<file path="config.mk">
export PLATFORM = sky130hd
export DESIGN_NAME = i2c_input_filter
export DESIGN_NICKNAME = d
export VERILOG_FILES = /design/src/rtl/i2c_input_filter.sv
export SDC_FILE = /design/constraint.sdc
export NUM_CORES = 1
export LEC_CHECK = 0
export ABC_CLOCK_PERIOD_IN_PS = 4350
export BUFFER_PORTS_ARGS = -buffer_cell sky130_fd_sc_hd__buf_2
export CORE_MARGIN = 3
export CORE_UTILIZATION = 55
export CTS_BUF_LIST = sky130_fd_sc_hd__clkbuf_4 sky130_fd_sc_hd__clkbuf_8 sky130_fd_sc_hd__clkbuf_16
export DETAILED_ROUTE_END_ITERATION = 7
export PLACE_DENSITY = 0.9
export SYNTH_ARGS = -nofsm -noshare
export SYNTH_HDL_FRONTEND = slang
export SYNTH_SLANG_ARGS = --single-unit
</file>
<file path="constraint.sdc">
create_clock -name clk_i -period 4.35 [get_ports clk_i]
set_clock_uncertainty 0.2 [all_clocks]
set_input_delay 0.2175 -clock clk_i [delete_from_list [all_inputs] [get_ports clk_i]]
set_output_delay 0.2175 -clock clk_i [all_outputs]
set_load 0.02 [all_outputs]
</file>
<file path="src/rtl/i2c_input_filter.sv">
`timescale 1ns/1ps
// i2c_input_filter: synchronises raw SCL/SDA, rejects spikes shorter than
// filt_len_i synchronised samples, and derives SCL edge, START/STOP pulses
// plus a bus-busy flag. Define I2C_FILTER_GLITCH_CNT_EN to build the
// saturating glitch counter; otherwise glitch_cnt_o is tied to zero.
module i2c_input_filter #(
  parameter int unsigned SyncStages = 2,
  parameter int unsigned FiltWidth  = 4,
  parameter int unsigned CntWidth   = 16
) (
  input  logic                 clk_i,
  input  logic                 rst_ni,
  input  logic                 scl_i,
  input  logic                 sda_i,
  input  logic                 enable_i,
  input  logic [FiltWidth-1:0] filt_len_i,
  input  logic                 glitch_clr_i,
  output logic                 scl_o,
  output logic                 sda_o,
  output logic                 scl_rise_o,
  output logic                 scl_fall_o,
  output logic                 start_o,
  output logic                 stop_o,
  output logic                 bus_busy_o,
  output logic [CntWidth-1:0]  glitch_cnt_o
);

  localparam int unsigned IncWidth = FiltWidth + 1;

  logic [SyncStages-1:0] scl_sync;
  logic [SyncStages-1:0] sda_sync;
  logic [1:0]            line_s;   // [0] = SCL, [1] = SDA
  logic [1:0]            q;
  logic [1:0]            q_d;
  logic [1:0]            glitch;
  logic                  en_d;
  logic                  busy;
  logic                  ev_en;
  logic                  scl_hi_stable;

  // Synchroniser chains, reset to the idle-high bus level
  always_ff @(posedge clk_i or negedge rst_ni) begin
    if (!rst_ni) begin
      scl_sync <= '1;
      sda_sync <= '1;
    end else begin
      scl_sync <= {scl_sync[SyncStages-2:0], scl_i};
      sda_sync <= {sda_sync[SyncStages-2:0], sda_i};
    end
  end

  assign line_s = {sda_sync[SyncStages-1], scl_sync[SyncStages-1]};

  for (genvar g = 0; g < 2; g++) begin : g_line
    logic                 q_r;
    logic                 q_n;
    logic                 glitch_n;
    logic [FiltWidth-1:0] cnt_r;
    logic [FiltWidth-1:0] cnt_n;
    logic [FiltWidth:0]   cnt_inc;

    // Stability counter: accept a new level once it has persisted long enough.
    // The >= compare also covers filt_len_i of 0/1 and a length lowered mid-count.
    always_comb begin
      q_n      = q_r;
      cnt_n    = cnt_r;
      glitch_n = 1'b0;
      cnt_inc  = {1'b0, cnt_r} + IncWidth'(1);
      if (!enable_i) begin
        q_n   = 1'b1;
        cnt_n = '0;
      end else if (line_s[g] != q_r) begin
        if (cnt_inc >= {1'b0, filt_len_i}) begin
          q_n   = line_s[g];
          cnt_n = '0;
        end else begin
          cnt_n = cnt_inc[FiltWidth-1:0];
        end
      end else if (cnt_r != '0) begin
        cnt_n    = '0;
        glitch_n = 1'b1;
      end
    end

    // Filtered level and counter registers
    always_ff @(posedge clk_i or negedge rst_ni) begin
      if (!rst_ni) begin
        q_r   <= 1'b1;
        cnt_r <= '0;
      end else begin
        q_r   <= q_n;
        cnt_r <= cnt_n;
      end
    end

    assign q[g]      = q_r;
    assign glitch[g] = glitch_n;
  end

  // Delayed copies of the filtered levels and of the enable for edge detection
  always_ff @(posedge clk_i or negedge rst_ni) begin
    if (!rst_ni) begin
      q_d  <= 2'b11;
      en_d <= 1'b0;
    end else begin
      q_d  <= q;
      en_d <= enable_i;
    end
  end

  assign ev_en         = enable_i & en_d;
  assign scl_hi_stable = q[0] & q_d[0];

  assign scl_o      = q[0];
  assign sda_o      = q[1];
  assign scl_rise_o = ev_en &  q[0] & ~q_d[0];
  assign scl_fall_o = ev_en & ~q[0] &  q_d[0];
  // SCL must be steady high, so a simultaneous SCL edge masks START/STOP
  assign start_o    = ev_en & scl_hi_stable & ~q[1] &  q_d[1];
  assign stop_o     = ev_en & scl_hi_stable &  q[1] & ~q_d[1];

  // Bus-busy flag: set by START (including repeated START), cleared by STOP
  always_ff @(posedge clk_i or negedge rst_ni) begin
    if (!rst_ni) begin
      busy <= 1'b0;
    end else if (!enable_i) begin
      busy <= 1'b0;
    end else if (start_o) begin
      busy <= 1'b1;
    end else if (stop_o) begin
      busy <= 1'b0;
    end
  end

  assign bus_busy_o = busy;

`ifdef I2C_FILTER_GLITCH_CNT_EN
  localparam int unsigned SumWidth = CntWidth + 1;

  logic [CntWidth-1:0] gcnt;
  logic [CntWidth:0]   gsum;

  always_comb begin
    gsum = {1'b0, gcnt} + SumWidth'(glitch[0]) + SumWidth'(glitch[1]);
  end

  // Saturating glitch counter; clear wins over a same-cycle increment
  always_ff @(posedge clk_i or negedge rst_ni) begin
    if (!rst_ni) begin
      gcnt <= '0;
    end else if (glitch_clr_i) begin
      gcnt <= '0;
    end else if (enable_i) begin
      gcnt <= gsum[CntWidth] ? '1 : gsum[CntWidth-1:0];
    end
  end

  assign glitch_cnt_o = gcnt;
`else
  logic unused_glitch;
  assign unused_glitch = ^{glitch_clr_i, glitch};
  assign glitch_cnt_o  = '0;
`endif

endmodule

</file>
==> results by group, run 1 <==
Run status
  – Status: finished clean

Synthesis
  – Synth area leader: dfrtp_1
  – Post-synthesis cell area: about 0.0011 sq mm
  – Post-synthesis instance total: around 110
  – Synth top area share: 21.8%
  – Yosys warnings: 0
  – EDFF count, synth: 0
  – Flops & latches, synth: 18
  – Yosys cell types: 24
  – Share of flip-flops with an asynchronous set or reset: 100%
  – Syn avg cell area: about 11 sq um
  – Sequential fraction of the synthesis area: 40.1%
  – Top FF cell, synth: dfrtp_1
  – Synth area leaders: dfrtp_1 22%, dfstp_2 18%, ha_1 13%

Worst setup path
  – Slowest cell on crit path: dfrtp_1
  – Most frequent CP cell: ha_1
  – Worst stage delay on the critical path: 0.46 ns
  – WP data arrival: ~2.3 ns
  – Worst Path Max Fanout: 6
  – Startpoint types: register
  – Critical path class: reg -> reg
  – CP endpoint kind: register
  – WP data required: around 4.4 ns
  – CP cell instances: ha_1 -> xor2_1 -> ha_1 -> o21ai_0 -> o2111ai_2 -> nor3b_1

Clocking
  – Post_cts resized: 0
  – Clock Path Buffers: 2
  – Total clock buffers created by CTS: 3
  – Clock-pin slew on the worst setup and hold paths: 0.11 ns
  – CTS root buf: clkbuf_4
  – Clock latency on the worst-skew pair: slightly below 0.3 ns
  – CTS tree: yes
  – H-tree depth: 1
  – Clock tree sinks: 18

Global routing
  – All-Layer GR Usage: 17.5%
  – Initial antenna violation count: 0
  – First-pass GRT wire length: approximately 3.4 mm
  – Pin count of the biggest net entering global routing: 19
  – Total gr overflow: 0
  – Vias in the first global route: slightly above 800

Timing
  – Final setup vio count: 0
  – Slew Limit Fails: 0
  – Fmax achieved: 441 MHz
  – Unrepaired setup endpoints after global routing: no
  – Setup TNS: 0 ns
  – Tmin final: approximately 2.3 ns
  – Final hold violation count: 0
  – Fin crit share: a little over half

Power
  – Pleak: roughly 0.63 nW
  – Pwr/cell area: 366 mW/mm^2
  – Peak supply drop: approximately 0.00024 V
  – Total power: ~460 uW

Placement
  – PortBufs: 15
  – DPL Wire Length: ~1.6 mm
  – GP Congestion: roughly 0.86

Route
  – Starting DRC count in detailed routing: 12
  – Wire length per cell: about 13 microns
  – Vias: roughly 770
  – DR vias/cell: ~5
  – DRT antenna net count: 0
  – Router iterations before antenna repair: 4
  – WL final: around 2 mm
  – DRC viols: 0

Min path
  – Hold/Removal Path Class: in -> async

Final layout
  – P&R area growth vs syn: 9.70%
  – Fill cells: ~140
  – ANT cells: 0
  – Layout cells sized above 1: 25.8%
  – Nets: about 150

Die
  – DIE WIDTH: between 50 and 60 microns
  – Chip height: slightly above 50 microns
  – Die area: 0.00267 sq mm
  – Io pins: 33
  – Core outline area: 0.00184 sq mm
  – Starting Density: a little over three fifths
  – Rows: 15

Run
  – Max Cap Viol: 0
kinds of logic after synthesis:
family                   synth area share (%)
flip-flops                               40.1
buffers and inverters                    14.7
XOR/XNOR                                 4.58
AO/OA/AOI/OAI                            14.4
adder cells (fa/ha/maj)                  13.1
AND/OR/NAND/NOR                          12.9
other                                   0.326
worst paths after layout:
check | to | start | slack (ns) | cells after the start
max reg2reg | g_line[1].cnt_r[2] | g_line[1].cnt_r[0] | 2.08 | 6
min in group clk_i | scl_sync[1] | scl_sync[0] | 0.16 | 0
min reg2reg | scl_sync[1] | scl_sync[0] | 0.16 | 0
max in group asynchronous | scl_sync[1] | rst_ni | 3.46 | 2
min | g_line[1].cnt_r[0] | rst_ni | 0.16 | 2
max | g_line[1].cnt_r[2] | g_line[1].cnt_r[0] | 2.08 | 6
synthesized netlist by cell type (3+ instances only):
| cell type | instances |
|---|---|
| buf_4 | 17 |
| inv_1 | 11 |
| nor3b_1 | 4 |
| nand3_1 | 3 |
| ha_1 | 12 |
| dfrtp_1 | 10 |
| o21a_1 | 3 |
| o21ai_0 | 6 |
| nand2_1 | 6 |
| o211ai_1 | 4 |
| dfstp_2 | 8 |
| xor2_1 | 4 |
cell type report:
cell class / instances / area [sq um] / area share, %
clock buffers: 4 / 36.3 / 2.88
inverters: 11 / 41.3 / 3.28
multi-input cells: 76 / 576 / 45.7
flip-flops and latches: 18 / 460 / 36.5
well taps: 25 / 31.3 / 2.48
repair buffers: 19 / 115 / 9.14
sequential cells by signal, summed over array words and instances (netlist names):
register      count
sda_sync          2
bus_busy_o        1
g_line.cnt_r      8
q_d               2
scl_sync          2
scl_o             1
en_d              1
sda_o             1
where the power goes:
group | switching [mW] | internal [mW] | total (mW) | leakage, nW
Combinational | 0.0847 | 0.0655 | 0.150 | 0.390
Clock | 0.0513 | 0.0510 | 0.102 | 0.0210
Sequential | 0.0194 | 0.190 | 0.209 | 0.219
repair_timing:
item / CTS / global route
setup buffers: 0 / 0
hold buffers: 4 / 0
hold endpoints to repair: 21 / 0
critical path: cells and delay by family (launching register included):
family	cells	cell delay, ns
compound gates	2	0.56
xor+xnor	1	0.22
fa+ha+maj	2	0.53
flops	1	0.46
simple gates	1	0.22
metrics by stage:
stage / worst slack [ns] / instance area (sq um) / instances / hold slack, ns / util, %
final: 2.08 / 1260 / 153 / 0.158 / 68.5
after global routing: 1.89 / 1260 / 153 / 0.167 / 68.5
after CTS: 2.08 / 1260 / 153 / 0.164 / 68.5
after detailed placement: 2.11 / 1180 / 145 / -0.0422 / 64.4
after global placement: 2.24 / 1180 / 145 / -0.0469 / 64.4
after floorplan: 2.37 / 1200 / 122 / -0.278 / -
cells in the final DEF, fill, tap and decap left out:
cell type      count
nor3b_1            4
nand2_1            6
dfrtp_1           10
dfstp_2            8
a211oi_4           2
nand3_1            3
inv_1             11
nand4_1            1
nand2b_4           2
clkbuf_4           3
conb_1            16
o2111ai_2          2
xor2_1             4
o211ai_1           4
nor4_1             2
clkbuf_8           1
nor2b_1            2
buf_2             15
o21ai_0            6
xnor2_1            2
ha_1              12
dlygate4sd3_1      4
a31oi_1            2
o21a_1             3
and2b_1            1
nor2_1             1
and4b_1            1
metal layers:
metal  share of wire (%)  vias to the layer above  wire length, microns  global-route usage (%)
met3                 5.5                        0                   111                    6.02
met1                  38                      365                   770                    17.4
li1                    -                      374                     -                       -
met4                   0                        0                     0                    4.37
met2                  56                       29                  1120                    33.9
met5                   0                        -                     0                       0
No activity file was read; power rests on OpenSTA's default activity.
==> inputs of run 2 (changes only) <==
ABC_AREA = 1   (was not set)
ABC_CLOCK_PERIOD_IN_PS = 1880   (was 4350)
CORE_ASPECT_RATIO = 1.75   (was not set)
CORE_UTILIZATION = 47   (was 55)
PLACE_DENSITY = 0.81   (was 0.9)
clock period = 1.88 ns   (was 4.35 ns; I/O delays follow)
==> results by group, run 2 <==
Final layout
  – Multi-input gate area: approximately 750 sq um
  – ANT cells: 0
  – Leading cell types in the layout, fill and taps excluded: 24 x nand2_1, 22 x inv_1, 16 x conb_1
  – Layout cells sized above 1: between 40% and 50%
  – Cell Count, Final, Fillers Out: 210
  – Nets: 207
  – Most common cell after layout, fill and taps aside: nand2_1
  – P&R area growth vs syn: 32.4%
  – Number of flip-flops in the largest register: 8
  – Fill cells: 190
  – Biggest register: g_line.cnt_r
  – Storage cell area: 463 sq um

Global routing
  – First-pass GRT wire length: 4.69 mm
  – All-Layer GR Usage: between 10% and 20%
  – Pin count of the biggest net entering global routing: 19
  – Total gr overflow: 0
  – Vias in the first global route: about 1.2k
  – Initial antenna violation count: 0

Power
  – Peak supply drop: between 0.0006 and 0.0007 V
  – Total power: about 1.3 mW
  – Pleak: around 0.9 nW
  – Pwr/cell area: 787 mW/mm^2

Placement
  – DPL Wire Length: 2.00 mm
  – Dpl cells: 191
  – GP Congestion: approximately 0.75
  – PortBufs: 15

Die
  – Chip height: 73.7 microns
  – Starting Density: between 40% and 50%
  – Rows: 24
  – DIE WIDTH: around 45 microns
  – Io pins: 33
  – Core outline area: 0.00249 sq mm
  – Die area: roughly 0.0033 sq mm

Synthesis
  – Commonest cells in the netlist: 28 x nand2_1, 22 x inv_1, 16 x buf_4
  – Post-synthesis cell area: 0.00123 sq mm
  – Synth top area share: a little over 20%
  – Most frequent cell after synthesis: nand2_1
  – Top FF cell, synth: dfrtp_1
  – EDFF count, synth: 0
  – Synth area leaders: dfrtp_1 20%, dfstp_2 17%, ha_1 12%
  – Share of flip-flops with an asynchronous set or reset: between 90% and 100%
  – Post-synthesis instance total: approximately 150
  – Yosys cell types: 24
  – Yosys warnings: 0
  – Syn avg cell area: between 8 and 9 sq um
  – Sequential fraction of the synthesis area: a little under two fifths
  – Synth area leader: dfrtp_1
  – Flops & latches, synth: 18

Timing
  – Fin crit share: 104%
  – Hold slack: approximately 0.06 ns
  – Final setup vio count: 9
  – Final setup slack of the worst path: -0.0660 ns
  – Unrepaired setup endpoints after global routing: yes
  – Final hold violation count: 0
  – Fmax achieved: between 500 and 600 MHz
  – Slew Limit Fails: 0
  – Tmin final: between 1.5 and 2 ns

Run status
  – Status: finished, violations left
  – Violated checks: negative setup slack

Worst setup path
  – Worst Path Max Fanout: 4
  – Startpoint types: register
  – WP data arrival: roughly 1.9 ns
  – Critical path class: reg -> reg
  – WP data required: ~1.9 ns
  – CP endpoint kind: register

Route
  – Met3 WL: 158 microns
  – Starting DRC count in detailed routing: 26
  – Routed met2 length: between 1.5 and 2 mm
  – Wire length per cell: between 10 and 15 microns
  – DR top layer: met4
  – Vias: between 1k and 1.5k
  – Router iterations before antenna repair: 4
  – DRT antenna net count: 0
  – DR vias/cell: ~5.1
  – WL final: about 2.9 mm
  – M1 WL: roughly 910 microns
  – DRC viols: 0

Clocking
  – Total clock buffers created by CTS: 3
  – Clock tree sinks: 18
  – CTS tree: yes
  – Clock-pin slew on the worst setup and hold paths: about 0.060 ns
  – CTS root buf: clkbuf_8
  – H-tree depth: 1
  – Clock latency on the worst-skew pair: approximately 0.26 ns
  – Clock Path Buffers: 2

Min path
  – Hold/Removal Path Class: in -> reg

Run
  – Max Cap Viol: 0
-- run 2: cell count changes in the layout (fill, tap and decap cells not counted), moves of 5 or more --
cell     delta
buf_4      +13
ha_1        -5
inv_1      +11
nand2_1    +18
nand2_2     +7
nand3_1     +6
nand3_2     +5
o21ai_0     -6
-- run 2: cell type report --
cell class | count | share of cell area, %
multi-input cells | 102 | 45.9
flip-flops and latches | 18 | 28.4
repair buffers | 34 | 14.3
inverters | 26 | 5.98
clock buffers | 4 | 3.37
well taps | 26 | 1.99
-- run 2: per-layer routing --
layer	GRT usage (%)	up-vias
met5	0	-
met4	17.8	0
met3	5.39	19
met2	35.7	52
met1	15.6	493
li1	-	499
-- run 2: worst max-delay path, cell delays in order, from the launching register on --
cell and delay [ns]:
dfrtp_2 0.45, ha_4 0.18, xor2_2 0.18, ha_1 0.31
a21oi_1 0.15, nand2_1 0.09, nand2_2 0.12, nand2_2 0.07
nand2_1 0.06, nand3_1 0.06
-- run 2: repair_timing --
item                                    CTS  global route
hold buffers                              5             0
pin swaps                                11             6
hold endpoints to repair                 24             0
resized for setup                        18             9
endpoints found under the setup margin   10            10
buffers inserted                          7             3
-- run 2: report_power, final --
group,internal [mW],switching [mW],total [mW]
Clock,0.186,0.127,0.313
Sequential,0.442,0.0468,0.489
Combinational,0.203,0.279,0.482
-- run 2: path summary, 6_finish.rpt --
check / start / to / slack (ns) / cells past startpoint
min in group asynchronous: rst_ni / bus_busy_o / 0.09 / 2
worst max-delay path: g_line[0].cnt_r[1] / scl_o / -0.07 / 9
worst min register to register: scl_sync[0] / scl_sync[1] / 0.16 / 0
worst min-delay path: enable_i / g_line[0].cnt_r[1] / 0.06 / 5
worst max register to register: g_line[0].cnt_r[1] / scl_o / -0.07 / 9
max in group asynchronous: rst_ni / sda_o / 1.08 / 2
-- run 2: cell families after synthesis --
group	count (synthesis)	synth area share [%]
compound gates	5	2.64
flops	18	37.4
fa+ha+maj	12	12.2
simple gates	65	27.0
other cells	1	0.304
xor+xnor	4	2.84
buf+inv	42	17.7
-- run 2: metrics by stage --
| stage | cell area (sq um) | setup TNS (ns) | setup slack (ns) | util (%) |
|---|---|---|---|---|
| global route | 1630 | -1.11 | -0.147 | 65.5 |
| floorplan | 1290 | 0 | 0.0199 | - |
| finish | 1630 | -0.379 | -0.0660 | 65.5 |
| detailed placement | 1310 | -1.09 | -0.171 | 52.4 |
| CTS | 1550 | -0.324 | -0.0563 | 62.3 |
| global placement | 1310 | -0.451 | -0.0868 | 52.4 |
==> inputs of run 3 (changes only) <==
ABC_CLOCK_PERIOD_IN_PS = 2240   (was 1880)
CORE_ASPECT_RATIO = not set   (was 1.75)
CORE_UTILIZATION = 55   (was 47)
PLACE_DENSITY = 0.89   (was 0.81)
clock period = 2.24 ns   (was 1.88 ns; I/O delays follow)
==> results by group, run 3 (synthesis results as in run 2) <==
Worst setup path
  – WP buf/inv: 1
  – Worst stage delay on the critical path: between 0.4 and 0.5 ns
  – Worst Path Max Fanout: 5
  – Reg2reg start: g_line[0].cnt_r[0]
  – Critical path class: reg -> reg
  – WP data required: approximately 2.3 ns
  – Slowest cell on crit path: dfrtp_1
  – Most frequent CP cell: nand2_1
  – CP top delay family: adder cells
  – CP endpoint kind: register
  – Startpoint types: register
  – WP data arrival: approximately 2.1 ns
  – Crit path from: g_line[0].cnt_r[0]
  – CP cell instances: ha_1 -> xor2_1 -> ha_1 -> nand2_1 -> inv_1 -> nand2_1 -> nand2_1 -> nand2_1 -> nand2_1 -> nand2_1 -> nand3_1

Clocking
  – CTS tree: yes
  – Clock-pin slew on the worst setup and hold paths: about 0.10 ns
  – H-tree depth: 1
  – Clock latency on the worst-skew pair: a little under 0.3 ns
  – Clock Path Buffers: 2
  – Total clock buffers created by CTS: 3
  – Clock tree sinks: 18
  – CTS root buf: clkbuf_4

Timing
  – Hold slack: 0.0574 ns
  – Slew Limit Fails: 0
  – Fmax achieved: just under 500 MHz
  – Setup TNS: 0 ns
  – Final hold violation count: 0
  – Fin crit share: between 90% and 100%
  – Unrepaired setup endpoints after global routing: no
  – Tmin final: a little over 2 ns
  – Final setup vio count: 0
  – Final setup slack of the worst path: about 0.19 ns

Die
  – Die area: ~0.0028 sq mm
  – Io pins: 33
  – Chip height: 53.3 microns
  – Core outline area: about 0.0020 sq mm
  – Starting Density: 60.4%
  – Rows: 16
  – DIE WIDTH: 53.3 microns

Global routing
  – All-Layer GR Usage: between 10% and 20%
  – First-pass GRT wire length: approximately 3.5 mm
  – Pin count of the biggest net entering global routing: 19
  – Vias in the first global route: roughly 920
  – Initial antenna violation count: 0
  – Total gr overflow: 0

Run status
  – Status: finished clean

Route
  – DR vias/cell: 4.81
  – Vias: around 940
  – Wire length per cell: 11.2 microns
  – DRC viols: 0
  – Router iterations before antenna repair: 4
  – WL final: roughly 2.2 mm
  – Starting DRC count in detailed routing: 5
  – DRT antenna net count: 0

Final layout
  – ANT cells: 0
  – Number of flip-flops in the largest register: 8
  – Multi-input gate area: 613 sq um
  – P&R area growth vs syn: 8.93%
  – Most common cell after layout, fill and taps aside: nand2_1
  – Cell Count, Final, Fillers Out: 195
  – Nets: approximately 190
  – Leading cell types in the layout, fill and taps excluded: 28 x nand2_1, 22 x inv_1, 16 x conb_1
  – Fill cells: roughly 170
  – Layout cells sized above 1: about a quarter
  – Storage cell area: 460 sq um
  – Biggest register: g_line.cnt_r

Power
  – Pleak: between 0.7 and 0.8 nW
  – Peak supply drop: 0.000529 V
  – Pwr/cell area: between 600 and 700 mW/mm^2

Run
  – Max Cap Viol: 0

Placement
  – Dpl cells: roughly 190
  – Pre-CTS setup slack: around 0.18 ns
  – DPL Wire Length: ~1.8 mm
  – GP Congestion: about 0.84
  – PortBufs: 15

Min path
  – Hold/Removal Path Class: in -> async
[run 3: worst paths after layout]
path / endpoint / slack [ns] / cells past startpoint
min in group clk_i: scl_sync[1] / 0.16 / 0
hold / removal: g_line[0].cnt_r[3] / 0.06 / 2
setup / recovery: scl_o / 0.19 / 11
hold reg to reg: scl_sync[1] / 0.16 / 0
setup reg to reg: scl_o / 0.19 / 11
max in group asynchronous: sda_sync[0] / 1.46 / 2
[run 3: worst reg2reg max path, cell delays in order, from the launching register on]
cell and delay, ns:
dfrtp_1 0.45, ha_1 0.25, xor2_1 0.24, ha_1 0.29, nand2_1 0.07, inv_1 0.04, nand2_1 0.05, nand2_1 0.05
nand2_1 0.13, nand2_1 0.09, nand2_1 0.06, nand3_1 0.06
[run 3: per-layer routing]
metal | up-vias | global-route usage (%) | share of wire [%]
met5 | - | 0 | 0
met4 | 0 | 5.11 | 0.87
met3 | 6 | 6.20 | 4.4
met2 | 26 | 32.0 | 55
met1 | 435 | 17.2 | 40
li1 | 470 | - | -
[run 3: power breakdown]
part / leakage [nW] / internal [mW] / switching, mW / total (mW)
clock: 0.0138 / 0.0625 / 0.0936 / 0.156
combinational: 0.547 / 0.0964 / 0.178 / 0.275
sequential: 0.219 / 0.370 / 0.0382 / 0.408
total: 0.780 / 0.529 / 0.310 / 0.839
[run 3: what timing repair did]
action | in CTS | in global routing
hold buffers | 4 | 0
endpoints found under the setup margin | 0 | 2
setup buffers | 0 | 0
resized for setup | 0 | 1
endpoints found under the hold margin | 24 | 0
[run 3: through the flow]
stage	power, mW	utilization (%)	cell area [sq um]
finish	0.839	65.7	1340
global route	0.895	65.7	1340
CTS	0.843	65.6	1340
detailed placement	0.681	62.6	1280
global placement	0.662	62.6	1280
floorplan	0.631	-	1290
[run 3: layout make-up]
| class | count | area share, % |
|---|---|---|
| clock buffer | 3 | 1.68 |
| inverter | 26 | 7.27 |
| multi-input combinational | 102 | 45.7 |
| sequential | 18 | 34.3 |
| tap | 27 | 2.52 |
| timing repair buffer | 19 | 8.57 |
